## config.mk

```make
export PLATFORM = sky130hd
export DESIGN_NAME = traffic_intersection_ctrl_flat
export DESIGN_NICKNAME = d
export VERILOG_FILES = /design/src/rtl/traffic_intersection_ctrl_if.sv /design/src/rtl/traffic_intersection_ctrl.sv /design/src/flat_wrapper.sv
export SDC_FILE = /design/constraint.sdc
export NUM_CORES = 1
export LEC_CHECK = 0
export BUFFER_PORTS_ARGS = -buffer_cell sky130_fd_sc_hd__buf_2
export CAP_MARGIN = 0
export CORE_MARGIN = 2
export CORE_UTILIZATION = 58
export CTS_CLUSTER_SIZE = 28
export DETAILED_ROUTE_END_ITERATION = 8
export GPL_TIMING_DRIVEN = 0
export PLACE_DENSITY = 0.8
export SYNTH_ARGS = -nofsm -noshare
export SYNTH_HDL_FRONTEND = slang
export SYNTH_SLANG_ARGS = --single-unit
```

## constraint.sdc

```tcl
create_clock -name clk_50 -period 3.5 [get_ports clk_50]
set_input_delay 0.175 -clock clk_50 [delete_from_list [all_inputs] [get_ports clk_50]]
set_output_delay 0.175 -clock clk_50 [all_outputs]
set_load 0.1 [all_outputs]
```

## src/rtl/traffic_intersection_ctrl_if.sv

```systemverilog
// ---------------------------------------------------------------------------
// traffic_intersection_ctrl_if
//   Board-side signal bundle for the two-approach intersection controller.
//
//   Signals
//     ped_req   pedestrian request button (synchronous level or pulse)
//     flash_en  night-mode switch (acted on at prescaler ticks only)
//     ns_r/ns_y/ns_g, ew_r/ew_y/ew_g   approach lamps
//     walk      pedestrian walk lamp
//     ped_pend  a pedestrian request is latched and not yet served
//     phase     controller state code, for debug and checkers
//
//   Handshake: there is no valid/ready pair on this bundle. Inputs are plain
//   levels sampled on clk_50; outputs are Moore levels that change only on
//   the clk_50 edge that updates the controller state.
//
//   Modports
//     slave   the controller (consumes switches, drives lamps)
//     master  the board / testbench side
// ---------------------------------------------------------------------------
interface traffic_intersection_ctrl_if;
  logic       ped_req;
  logic       flash_en;
  logic       ns_r;
  logic       ns_y;
  logic       ns_g;
  logic       ew_r;
  logic       ew_y;
  logic       ew_g;
  logic       walk;
  logic       ped_pend;
  logic [2:0] phase;

  modport slave (
    input  ped_req,
    input  flash_en,
    output ns_r,
    output ns_y,
    output ns_g,
    output ew_r,
    output ew_y,
    output ew_g,
    output walk,
    output ped_pend,
    output phase
  );

  modport master (
    output ped_req,
    output flash_en,
    input  ns_r,
    input  ns_y,
    input  ns_g,
    input  ew_r,
    input  ew_y,
    input  ew_g,
    input  walk,
    input  ped_pend,
    input  phase
  );
endinterface

```

## src/rtl/traffic_intersection_ctrl.sv

```systemverilog
// ---------------------------------------------------------------------------
// traffic_intersection_ctrl
//   Two-approach (NS/EW) intersection controller. A free-running prescaler
//   produces a one-cycle tick every TICK_DIV clocks; all phase timing is
//   counted in ticks. Sequence: green -> yellow -> all-red clearance ->
//   (optional pedestrian walk) -> other approach's green. A night mode
//   flashes both yellows.
//
//   Ports
//     clk_50  system clock
//     rst_n   asynchronous reset, active low
//     bus     traffic_intersection_ctrl_if.slave (switch inputs, lamps,
//             ped_pend and the debug phase code)
//
//   Phase codes: 0 NS_GREEN, 1 NS_YEL, 2 ALL_RED, 3 EW_GREEN, 4 EW_YEL,
//                5 WALK, 6 FLASH.
// ---------------------------------------------------------------------------
module traffic_intersection_ctrl #(
  parameter int TICK_DIV      = 50_000_000,
  parameter int GREEN_TICKS   = 5,
  parameter int YELLOW_TICKS  = 2,
  parameter int ALL_RED_TICKS = 1,
  parameter int WALK_TICKS    = 4,
  parameter int TIMER_W       = 8
) (
  input logic                        clk_50,
  input logic                        rst_n,
  traffic_intersection_ctrl_if.slave bus
);

  localparam logic [2:0] S_NS_GREEN = 3'd0;
  localparam logic [2:0] S_NS_YEL   = 3'd1;
  localparam logic [2:0] S_ALL_RED  = 3'd2;
  localparam logic [2:0] S_EW_GREEN = 3'd3;
  localparam logic [2:0] S_EW_YEL   = 3'd4;
  localparam logic [2:0] S_WALK     = 3'd5;
  localparam logic [2:0] S_FLASH    = 3'd6;

  localparam logic DIR_NS = 1'b0;
  localparam logic DIR_EW = 1'b1;

  localparam int PRESC_W = (TICK_DIV > 1) ? $clog2(TICK_DIV) : 1;
  localparam logic [PRESC_W-1:0] PRESC_MAX = PRESC_W'(TICK_DIV - 1);
  localparam logic [PRESC_W-1:0] PRESC_ONE = PRESC_W'(1);

  // Timers hold D-1 so a state lasts exactly D ticks (exit on timer==0).
  localparam logic [TIMER_W-1:0] GREEN_LOAD   = TIMER_W'(GREEN_TICKS - 1);
  localparam logic [TIMER_W-1:0] YELLOW_LOAD  = TIMER_W'(YELLOW_TICKS - 1);
  localparam logic [TIMER_W-1:0] ALL_RED_LOAD = TIMER_W'(ALL_RED_TICKS - 1);
  localparam logic [TIMER_W-1:0] WALK_LOAD    = TIMER_W'(WALK_TICKS - 1);
  localparam logic [TIMER_W-1:0] TIMER_ONE    = TIMER_W'(1);

  logic [PRESC_W-1:0] presc;
  logic               tick;
  logic [2:0]         state,     state_nxt;
  logic [TIMER_W-1:0] timer,     timer_nxt;
  logic               next_dir,  next_dir_nxt;
  logic               flash_ph,  flash_ph_nxt;
  logic               ped_pend;
  logic               ped_clr;

  // -------------------------------------------------------------------------
  // Tick prescaler
  // -------------------------------------------------------------------------
  assign tick = (presc == PRESC_MAX);

  always_ff @(posedge clk_50 or negedge rst_n) begin
    if (!rst_n) begin
      presc <= '0;
    end else if (tick) begin
      presc <= '0;
    end else begin
      presc <= presc + PRESC_ONE;
    end
  end

  // -------------------------------------------------------------------------
  // Next-state logic. Everything here only moves on a tick; between ticks
  // the state, timer, direction and flash phase hold.
  // -------------------------------------------------------------------------
  always_comb begin
    state_nxt    = state;
    timer_nxt    = timer;
    next_dir_nxt = next_dir;
    flash_ph_nxt = flash_ph;
    ped_clr      = 1'b0;

    if (tick) begin
      if (state == S_FLASH) begin
        if (bus.flash_en) begin
          flash_ph_nxt = ~flash_ph;
        end else begin
          // Leaving night mode restarts the cycle from a clean clearance.
          state_nxt    = S_ALL_RED;
          timer_nxt    = ALL_RED_LOAD;
          next_dir_nxt = DIR_NS;
          ped_clr      = 1'b1;
        end
      end else if (bus.flash_en) begin
        // Night mode overrides whatever the timer is doing.
        state_nxt    = S_FLASH;
        flash_ph_nxt = 1'b1;
      end else if (timer == '0) begin
        case (state)
          S_NS_GREEN: begin
            state_nxt = S_NS_YEL;
            timer_nxt = YELLOW_LOAD;
          end
          S_NS_YEL: begin
            state_nxt    = S_ALL_RED;
            timer_nxt    = ALL_RED_LOAD;
            next_dir_nxt = DIR_EW;
          end
          S_EW_GREEN: begin
            state_nxt = S_EW_YEL;
            timer_nxt = YELLOW_LOAD;
          end
          S_EW_YEL: begin
            state_nxt    = S_ALL_RED;
            timer_nxt    = ALL_RED_LOAD;
            next_dir_nxt = DIR_NS;
          end
          S_ALL_RED: begin
            if (ped_pend) begin
              state_nxt = S_WALK;
              timer_nxt = WALK_LOAD;
              ped_clr   = 1'b1;
            end else begin
              state_nxt = (next_dir == DIR_EW) ? S_EW_GREEN : S_NS_GREEN;
              timer_nxt = GREEN_LOAD;
            end
          end
          S_WALK: begin
            state_nxt = (next_dir == DIR_EW) ? S_EW_GREEN : S_NS_GREEN;
            timer_nxt = GREEN_LOAD;
          end
          default: begin
            // Unused code: recover through a clearance phase.
            state_nxt = S_ALL_RED;
            timer_nxt = ALL_RED_LOAD;
          end
        endcase
      end else begin
        timer_nxt = timer - TIMER_ONE;
      end
    end
  end

  always_ff @(posedge clk_50 or negedge rst_n) begin
    if (!rst_n) begin
      state    <= S_ALL_RED;
      timer    <= ALL_RED_LOAD;
      next_dir <= DIR_NS;
      flash_ph <= 1'b1;
    end else begin
      state    <= state_nxt;
      timer    <= timer_nxt;
      next_dir <= next_dir_nxt;
      flash_ph <= flash_ph_nxt;
    end
  end

  // -------------------------------------------------------------------------
  // Pedestrian request latch. A request on the same cycle as WALK entry
  // wins over the clear, so it is served on the next round. Requests are
  // not latched while flashing.
  // -------------------------------------------------------------------------
  always_ff @(posedge clk_50 or negedge rst_n) begin
    if (!rst_n) begin
      ped_pend <= 1'b0;
    end else if (bus.ped_req && (state != S_FLASH)) begin
      ped_pend <= 1'b1;
    end else if (ped_clr) begin
      ped_pend <= 1'b0;
    end
  end

  // -------------------------------------------------------------------------
  // Moore lamp decode from the registered state
  // -------------------------------------------------------------------------
  always_comb begin
    bus.ns_r = 1'b0;
    bus.ns_y = 1'b0;
    bus.ns_g = 1'b0;
    bus.ew_r = 1'b0;
    bus.ew_y = 1'b0;
    bus.ew_g = 1'b0;
    bus.walk = 1'b0;
    case (state)
      S_NS_GREEN: begin bus.ns_g = 1'b1; bus.ew_r = 1'b1; end
      S_NS_YEL:   begin bus.ns_y = 1'b1; bus.ew_r = 1'b1; end
      S_EW_GREEN: begin bus.ew_g = 1'b1; bus.ns_r = 1'b1; end
      S_EW_YEL:   begin bus.ew_y = 1'b1; bus.ns_r = 1'b1; end
      S_WALK: begin
        bus.ns_r = 1'b1;
        bus.ew_r = 1'b1;
        bus.walk = 1'b1;
      end
      S_FLASH: begin
        bus.ns_y = flash_ph;
        bus.ew_y = flash_ph;
      end
      default: begin
        bus.ns_r = 1'b1;
        bus.ew_r = 1'b1;
      end
    endcase
  end

  assign bus.ped_pend = ped_pend;
  assign bus.phase    = state;

endmodule
```

## src/flat_wrapper.sv

```systemverilog
// flat-port wrapper written by rule: the top's interface ports become plain ports
module traffic_intersection_ctrl_flat 
#(
  parameter int TICK_DIV      = 50_000_000,
  parameter int GREEN_TICKS   = 5,
  parameter int YELLOW_TICKS  = 2,
  parameter int ALL_RED_TICKS = 1,
  parameter int WALK_TICKS    = 4,
  parameter int TIMER_W       = 8
)
  (clk_50, rst_n, bus_ped_req, bus_flash_en, bus_ns_r, bus_ns_y, bus_ns_g, bus_ew_r, bus_ew_y, bus_ew_g, bus_walk, bus_ped_pend, bus_phase);
  traffic_intersection_ctrl_if bus_i ();
  input logic clk_50;
  input logic rst_n;
  input wire logic [$bits(bus_i.ped_req)-1:0] bus_ped_req;
  input wire logic [$bits(bus_i.flash_en)-1:0] bus_flash_en;
  output wire logic [$bits(bus_i.ns_r)-1:0] bus_ns_r;
  output wire logic [$bits(bus_i.ns_y)-1:0] bus_ns_y;
  output wire logic [$bits(bus_i.ns_g)-1:0] bus_ns_g;
  output wire logic [$bits(bus_i.ew_r)-1:0] bus_ew_r;
  output wire logic [$bits(bus_i.ew_y)-1:0] bus_ew_y;
  output wire logic [$bits(bus_i.ew_g)-1:0] bus_ew_g;
  output wire logic [$bits(bus_i.walk)-1:0] bus_walk;
  output wire logic [$bits(bus_i.ped_pend)-1:0] bus_ped_pend;
  output wire logic [$bits(bus_i.phase)-1:0] bus_phase;
  assign bus_i.ped_req = bus_ped_req;
  assign bus_i.flash_en = bus_flash_en;
  assign bus_ns_r = bus_i.ns_r;
  assign bus_ns_y = bus_i.ns_y;
  assign bus_ns_g = bus_i.ns_g;
  assign bus_ew_r = bus_i.ew_r;
  assign bus_ew_y = bus_i.ew_y;
  assign bus_ew_g = bus_i.ew_g;
  assign bus_walk = bus_i.walk;
  assign bus_ped_pend = bus_i.ped_pend;
  assign bus_phase = bus_i.phase;
  traffic_intersection_ctrl #(.TICK_DIV(TICK_DIV), .GREEN_TICKS(GREEN_TICKS), .YELLOW_TICKS(YELLOW_TICKS), .ALL_RED_TICKS(ALL_RED_TICKS), .WALK_TICKS(WALK_TICKS), .TIMER_W(TIMER_W)) u_core (.clk_50(clk_50), .rst_n(rst_n), .bus(bus_i));
endmodule
```

# --- After elaboration in Yosys (flattened, before gate mapping) ---
# Index checks and enable logic that the tools add are counted.
word_totals:
  register_bits: 40
  output_inout_bits: 11
  word_cells: 71
classes:
  add_sub_neg: 2
  n_eq_ne: 9
  n_mux: 38
  n_bitwise: 2
  reduce_logical: 14
ops:
  columns: ["cell", "n"]
  rows:
  - ["two-way mux 8 bit", 4]
  - ["adder 26 x 1 -> 26 bit (second input constant)", 1]
  - ["== test 26 bit (second input constant)", 1]
  - ["two-way mux 26 bit", 1]
  - ["one-hot mux 8 bit (3 select lines)", 1]
  - ["two-way mux 1 bit", 21]
  - ["two-way mux 3 bit", 6]
  - ["one-hot mux 3 bit (4 select lines)", 1]
  - ["== test 3 bit (second input constant)", 3]
  - ["zero test 8 bit", 1]
  - ["subtractor 8 x 1 -> 8 bit (second input constant)", 1]
  - ["== test 3 x 2 -> 1 bit (second input constant)", 2]
  - ["one-hot mux 1 bit (2 select lines)", 3]
  - ["nonzero test 3 bit", 2]
  - ["OR reduction 3 bit", 2]
  - ["AND reduction 2 bit", 2]
  - ["AND reduction 4 bit", 1]
  - ["nonzero test 2 bit", 2]
  - ["== test 3 x 1 -> 1 bit (second input constant)", 1]
  - ["zero test 3 bit", 1]
  - ["inequality test 3 bit (second input constant)", 1]
  - ["AND reduction 3 bit", 1]
  - ["two-way mux 2 bit", 1]
  - ["inequality test 2 bit (second input constant)", 1]
  - ["other kinds (3)", 4]

# --- Logic depth before layout (Yosys ltp) ---
# Gate-level depths: netlist of run 1.
logic_depth:
  word_depth: 8
  ltp_mapped: 8
  mapped_depth_nobuf: 7

# --- Worst setup path after synthesis of run 1 ---
# OpenSTA, ideal clock, no wires.
synth_path:
  kind: "register -> output"
  start: "reg u_core.state[0] (netlist: u_core.bus.phase[0])"
  end: "out bus_ew_r"
  t_arrival_ns: 4.852
  t_required_ns: 3.325
  path_slack_ns: -1.527
  stages_incl_launch_ff: 5
  cell_sequence: "dfrtp_1 -> buf_1 -> inv_1 -> nor3_1 -> a21oi_1"
synth_via:
  elab_chain_len: 3
synth_rtl:
  columns: ["item", "line", "rtl"]
  rows:
  - ["from (decl)", "traffic_intersection_ctrl.sv:55", "logic [2:0] state, state_nxt;"]
  - ["from (signal assigned)", "traffic_intersection_ctrl.sv:156", "state <= state_nxt;"]
  - ["== test 3 bit / == test 3 x 2 -> 1 bit (equally long branches)", "traffic_intersection_ctrl.sv:189", "case (state)"]
  - ["OR reduction 3 bit (no line) (*)", null, null]
  - ["two-way mux 1 bit (*)", "traffic_intersection_ctrl.sv:189", null]
  - ["to (decl)", "flat_wrapper.sv:20", "output wire logic [$bits(bus_i.ew_r)-1:0] bus_ew_r;"]
# Mark *: on every way between the ends. The rest lies on a longest branch, timed or not.

# --- Worst setup path after layout of run 1 ---
layout_path:
  start: "reg u_core.state[1] (netlist: u_core.bus.phase[1])"
  end: "out bus_ns_y"
layout_via:
  elab_chain_len: 2
layout_rtl:
  columns: ["item", "line", "rtl"]
  rows:
  - ["== test 3 bit / == test 3 x 1 -> 1 bit (equally long branches)", "traffic_intersection_ctrl.sv:189", null]
  - ["one-hot mux 1 bit (2 select lines) (*)", "traffic_intersection_ctrl.sv:189", null]
  - ["to (decl)", "flat_wrapper.sv:18", "output wire logic [$bits(bus_i.ns_y)-1:0] bus_ns_y;"]
# Marks and branches as above.

==> results of run 1 <==
[kinds of logic (layout without fill, tap and decap cells)]
group	after synthesis	in the layout	share of synthesized area
AOI/OAI and AO/OA	38	38	0.113
buffers and inverters	17	39	0.0370
adders and majority gates	3	3	0.0168
muxes	2	2	0.0118
DFF	40	40	0.450
and+or+nand+nor	116	116	0.281
xor gates and xnor gates	23	23	0.0904
[cell usage after synthesis, drive strengths merged (2+ instances only)]
| master | instances | share of area |
|---|---|---|
| nor2b | 2 | 0.0056 |
| o41ai | 2 | 0.011 |
| dfstp | 2 | 0.024 |
| a21o | 3 | 0.010 |
| inv | 8 | 0.013 |
| o21ai | 16 | 0.038 |
| dfrtp | 38 | 0.43 |
| nand2b | 2 | 0.0056 |
| clkbuf | 4 | 0.0067 |
| buf | 5 | 0.017 |
| nor3 | 8 | 0.018 |
| a21oi | 6 | 0.013 |
| nor2 | 39 | 0.069 |
| and2 | 4 | 0.011 |
| ha | 3 | 0.017 |
| nand4 | 7 | 0.026 |
| xor2 | 14 | 0.055 |
| nor4b | 3 | 0.015 |
| nor3b | 2 | 0.0067 |
| and3 | 4 | 0.011 |
| nor4 | 4 | 0.011 |
| and4 | 5 | 0.021 |
| nand3 | 9 | 0.020 |
| mux2 | 2 | 0.012 |
| nand2 | 20 | 0.034 |
| xnor2 | 9 | 0.035 |
| or4 | 2 | 0.0084 |
[worst register-to-register path: cells and delay by family, from the launching register on]
| family | cells | cell delay (ps) |
|---|---|---|
| compound gates | 2 | 250 |
| buf+inv | 2 | 670 |
| flops | 1 | 530 |
| mux | 1 | 270 |
| simple gates | 1 | 370 |
[flip-flops by register name (all words and copies together), names as in the netlist]
signal / cells
u_core.bus.ped_pend: 1
u_core.flash_ph: 1
u_core.bus.phase: 3
u_core.timer: 8
u_core.next_dir: 1
u_core.presc: 26
[cell type report]
cell class / count / area [sq um]
clock buffers: 8 / 90.1
multi-input cells: 182 / 1160
well taps: 48 / 60.1
inverters: 8 / 30.0
plain buffers: 9 / 52.6
fillers: 299 / 1220
flip-flops and latches: 40 / 1000
repair buffers: 14 / 70.1
[worst max-delay path by stage]
stage / to / slack, ps
floorplan: bus_ew_r / -50
detailed placement: u_core.presc[20] / 1320
finish: bus_ns_y / 1120
global route: bus_ns_y / 1000
global placement: u_core.timer[0] / 1340
CTS: bus_ns_y / 1100
[through the flow]
step           total power [mW]  hold WS, ps  instances  utilization
2_1_floorplan             0.473         -121        239            -
3_5_place_dp              0.485          348        301        0.644
4_1_cts                   0.797         36.7        309        0.669
6_report                  0.788         8.53        309        0.669
3_3_place_gp              0.484          339        301        0.644
5_1_grt                   0.820         90.8        309        0.669
[report_power, final]
| group | internal (mW) | leakage [nW] | switching [mW] |
|---|---|---|---|
| Clock | 0.161 | 0.0455 | 0.152 |
| Combinational | 0.00209 | 0.595 | 0.0109 |
| Sequential | 0.462 | 0.527 | 0.0000000000000000938 |
[layer usage]
| layer | global-route usage | vias up | wire [um] |
|---|---|---|---|
| met5 | 0 | - | 0 |
| met4 | 0.0638 | 0 | 33 |
| met3 | 0.0358 | 4 | 153 |
| met2 | 0.389 | 34 | 2160 |
| met1 | 0.304 | 854 | 2050 |
| li1 | - | 885 | - |
==> flow_summary_export.csv, run 1 <==
group,metric,value,unit
layout,final_nets,267,
synthesis,synthesis.area,0.00223,sq mm
sta,rsz0062_at_grt,"false",
synthesis,ys_ff_latch,40,
placement,portBuffers,14,
synthesis,synth_nets,246,
worst_setup_path,arrival,2210,ps
worst_setup_path,cp-start-kind,"flip-flop",
global_routing,grt_pass1_vias,1690,
routing,first_pass_iters,4,
synthesis,ys_types,54,
layout,area_delta_synth_final,10.6,%
sta,tightest_slew,889,ps
placement,detailedPlace.worstSlack,1320,ps
run,maxCapViolCount,0,
sta,skew,7.93,ps
global_routing,grt_pass1_wl,7710,um
worst_setup_path,criticalPathCategory,"flip-flop to output pin",
die,num_rows,22,
die,die_y,66,um
cts,path_clk_slew,80,ps
sta,period_share,0.681,
worst_setup_path,crit_family,"buffers and inverters",
worst_setup_path,r2r_end,"u_core.timer[0]",
cts,clock_sinks,40,
cts,cts_tree,"built",
worst_setup_path,rrSetupSlack,1300,ps
pwr,vdd_drop_max,278,uV
synthesis,synth-seq-area-share,0.450,
cts,cts_buffer_depth,2,
routing,wl,4400,um
worst_setup_path,reg2reg_depth,6,
global_routing,overflow,0,
cts,clk_latency,280,ps
worst_setup_path,timing.rr.start,"u_core.bus.phase[1]",
worst_setup_path,slowest_stage,"dfstp_2",
worst_setup_path,path_cells,"clkbuf_1, and3b_1, and2_1, o21bai_1, buf_2",
synthesis,synth_edf_count,0,
sta,slew_viol_final,0,
synthesis,ys_async_sr_fraction,1.00,
cts,cts_resized,0,
global_routing,grt_max_degree,41,
sta,tns,0,ps
die,ioPinCount,15,
layout,finalInstanceArea,0.00247,sq mm
routing,postRouteAntennaNets,0,
global_routing,grt_antenna_before_repair,0,
synthesis,yosys_most_used_dff,"dfrtp_1",
die,die_area,0.00436,sq mm
die,core_area,0.00369,sq mm
synthesis,yosysWarnings,0,
placement,dpl-instance-area,0.00238,sq mm
cts,hold_buffers,0,
sta,setup_viol,0,
routing,drtIter0Drc,133,
cts,cts_max_level,2,
worst_setup_path,startpoint,"u_core.bus.phase[1]",
placement,gp_congestion,0.835,
worst_setup_path,path_buf_inv,2,
layout,diodes,0,
routing,drc,0,
sta,max-slew-margin-rel,0.407,
worst_setup_path,worst_setup_path_end_kind,"output pin",
layout,drive_gt1_frac,0.138,
cts,cts_buffers,5,
layout,final_cell_mix,"nor2_1, dfrtp_1, nand2_1",
cts,cts_setup_buffers,0,
worst_setup_path,slowest_delay,530,ps
routing,via_per_inst,5.75,
sta,period_minus_slack,2380,ps
die,die_w,66,um
die,start_util,0.604,
synthesis,synth_cells,239,
min_path,hp-class,"primary input to asynchronous set/reset pin",
pwr,p_leak,1.17,nW
global_routing,grtUsageTotal,0.229,
sta,fmax,0.419,GHz
pwr,power.density,320,mW/mm^2
routing,routed-via-count,1777,
sta,setup_ws,1120,ps
cts,root_buffer,"clkbuf_8",
routing,wl_per_cell,14.2,um
synthesis,avgSynthCellArea,9.33,sq um
outcome,status,"completed",
worst_setup_path,crit_required,3320,ps
worst_setup_path,path_depth,5,
placement,dpl.hpwl,3090,um
sta,finalHoldViolations,0,
worst_setup_path,crit_fanout,9,
No activity file was read; power rests on OpenSTA's default activity.
==> run 2: changes to the inputs <==
- CORE_UTILIZATION: 58 -> 54
- PLACE_DENSITY: 0.8 -> 0.78
- clock period: 3.5 -> 2.1 ns (I/O delays scaled with it)
==> run 2 against run 1 <==
Effect of this change: non-clock buffer count grew 2; sequential share of layout area shrank 1.7 points; design area up 5.4%; flip-flop and latch count unchanged; clock skew rose by 4.5 ps; critical path depth grew 1; routed wire length grew 2.1%; register-to-register slack got worse by 1300 ps; combinational power grew 85%; cell count rose by 1.3%; first-iteration DRC count is 32% lower; critical path type is now flip-flop to flip-flop; largest cell class unchanged; largest power group unchanged.
==> flow_summary_export.csv, run 2 (synthesis results as in run 1) <==
group,metric,value,unit
outcome,status,"completed",
layout,drive_gt1_frac,0.205,
global_routing,grt_pass1_vias,1649,
run,maxCapViolCount,0,
cts,clock_sinks,40,
worst_setup_path,path_buf_inv,0,
layout,final_cell_mix,"nor2_1, dfrtp_1, nand2_1",
cts,cts_buffers,5,
routing,wl,4490,um
global_routing,grt_max_degree,41,
worst_setup_path,criticalPathCategory,"flip-flop to flip-flop",
sta,finalHoldViolations,0,
global_routing,grt_antenna_before_repair,0,
pwr,p_leak,1.24,nW
routing,drc,0,
placement,portBuffers,14,
cts,cts_tree,"built",
worst_setup_path,slowest_delay,430,ps
placement,dpl-instance-area,0.00243,sq mm
layout,largest_reg_flops,26,
die,num_rows,23,
pwr,p_sw_frac,0.219,
sta,slew_viol_final,0,
layout,final_nets,269,
cts,cts_buffer_depth,2,
sta,setup_viol,0,
layout,postLayoutCoreUtil,0.650,
die,die_w,68.3,um
die,core_area,0.00400,sq mm
die,start_util,0.557,
sta,fmax,0.486,GHz
placement,gp_congestion,0.855,
global_routing,grt_pass1_wl,7390,um
layout,multi_input_area,0.00123,sq mm
pwr,clock_power_share,0.406,
cts,clk_latency,300,ps
cts,root_buffer,"clkbuf_8",
min_path,hp-class,"primary input to flip-flop",
worst_setup_path,path_cells,"ha_2, nand4_1, nor2_4, nand4_4, o31a_1, a211oi_1",
sta,max-slew-margin-rel,0.424,
routing,via_per_inst,5.66,
layout,largest_register,"u_core.presc",
die,ioPinCount,15,
layout,finalInstanceArea,0.00260,sq mm
worst_setup_path,worst_setup_path_end_kind,"flip-flop",
worst_setup_path,crit_family,"simple AND/OR/NAND/NOR gates",
sta,rsz0062_at_grt,"true",
layout,nFillCells,332,
worst_setup_path,crit_required,2280,ps
worst_setup_path,crit_fanout,5,
global_routing,overflow,0,
worst_setup_path,cp-start-kind,"flip-flop",
routing,postRouteAntennaNets,0,
placement,dpl.hpwl,3100,um
die,die_y,68.3,um
pwr,p_switching,0.293,mW
pwr,power_frac_seq,0.576,
routing,routed-via-count,1771,
layout,seq_area,0.00101,sq mm
routing,wl_per_cell,14.4,um
routing,first_pass_iters,4,
layout,area_delta_synth_final,16.6,%
sta,period_minus_slack,2060,ps
global_routing,grtUsageTotal,0.212,
layout,diodes,0,
worst_setup_path,arrival,2230,ps
pwr,vdd_drop_max,435,uV
sta,tightest_slew,864,ps
die,die_area,0.00466,sq mm
pwr,combPwrFrac,0.018,
pwr,power.internal,1.04,mW
pwr,power.density,514,mW/mm^2
sta,skew,12.4,ps
routing,drtIter0Drc,91,
cts,path_clk_slew,80,ps
sta,period_share,0.979,
worst_setup_path,slowest_stage,"dfrtp_1",
cts,cts_max_level,2,
-- run 2: path summary, 6_finish.rpt --
path                                        from  slack [ps]  cells past startpoint             endpoint
worst min-delay path                bus_flash_en          70                      2      u_core.flash_ph
max in group asynchronous                  rst_n         990                      2  u_core.bus.phase[2]
worst max-delay path             u_core.presc[0]          40                      6      u_core.next_dir
worst min register to register  u_core.presc[24]         510                      1     u_core.presc[24]
worst max register to register   u_core.presc[0]          40                      6      u_core.next_dir
min in group asynchronous                  rst_n         450                      2  u_core.bus.ped_pend
-- run 2: what timing repair did --
item / in CTS / in global routing
setup buffers: 0 / 1
resized for setup: 3 / 7
hold buffers: 2 / 0
endpoints found under the hold margin: 39 / 0
setup endpoints to repair: 4 / 22
pin swaps: 0 / 1
-- run 2: through the flow --
stage                     hold WS [ps]  power, mW  setup TNS (ps)  worst slack [ps]  std cells
after global placement             271      0.807           -65.1             -33.3        303
final                             69.1       1.34               0              44.4        313
after CTS                         62.5       1.35               0             0.585        312
after global routing              78.8       1.39           -93.3             -82.9        313
after detailed placement           278      0.808            -150             -66.7        303
after floorplan                   -191      0.788            -245              -245        239
-- run 2: area by class of cell --
type / instances / share of cell area
Buffer: 8 / 0.0241
Clock buffer: 6 / 0.0318
Clock inverter: 2 / 0.00529
Inverter: 8 / 0.0115
Multi-Input combinational cell: 182 / 0.474
Sequential cell: 40 / 0.390
Tap cell: 50 / 0.0241
Timing Repair Buffer: 17 / 0.0395
-- run 2: per-layer routing --
metal	GRT usage	up-vias	share of wire
met3	0.0395	11	0.044
met1	0.272	825	0.46
met2	0.351	42	0.48
met4	0.0925	0	0.020
met5	0	-	0
li1	-	893	-
-- run 2: worst register-to-register path, stage by stage, from the launching register on --
cell,delay (ps)
dfrtp_1,430
ha_2,230
nand4_1,320
nor2_4,260
nand4_4,150
o31a_1,270
a211oi_1,280
-- run 2: power groups by stage --
stage | logic [mW] | registers [mW] | clock network (mW)
2_1_floorplan | 0.00263 | 0.785 | 0
3_3_place_gp | 0.0224 | 0.785 | 0
3_5_place_dp | 0.0229 | 0.785 | 0
4_1_cts | 0.0257 | 0.770 | 0.558
5_1_grt | 0.0288 | 0.770 | 0.588
6_report | 0.0241 | 0.769 | 0.543
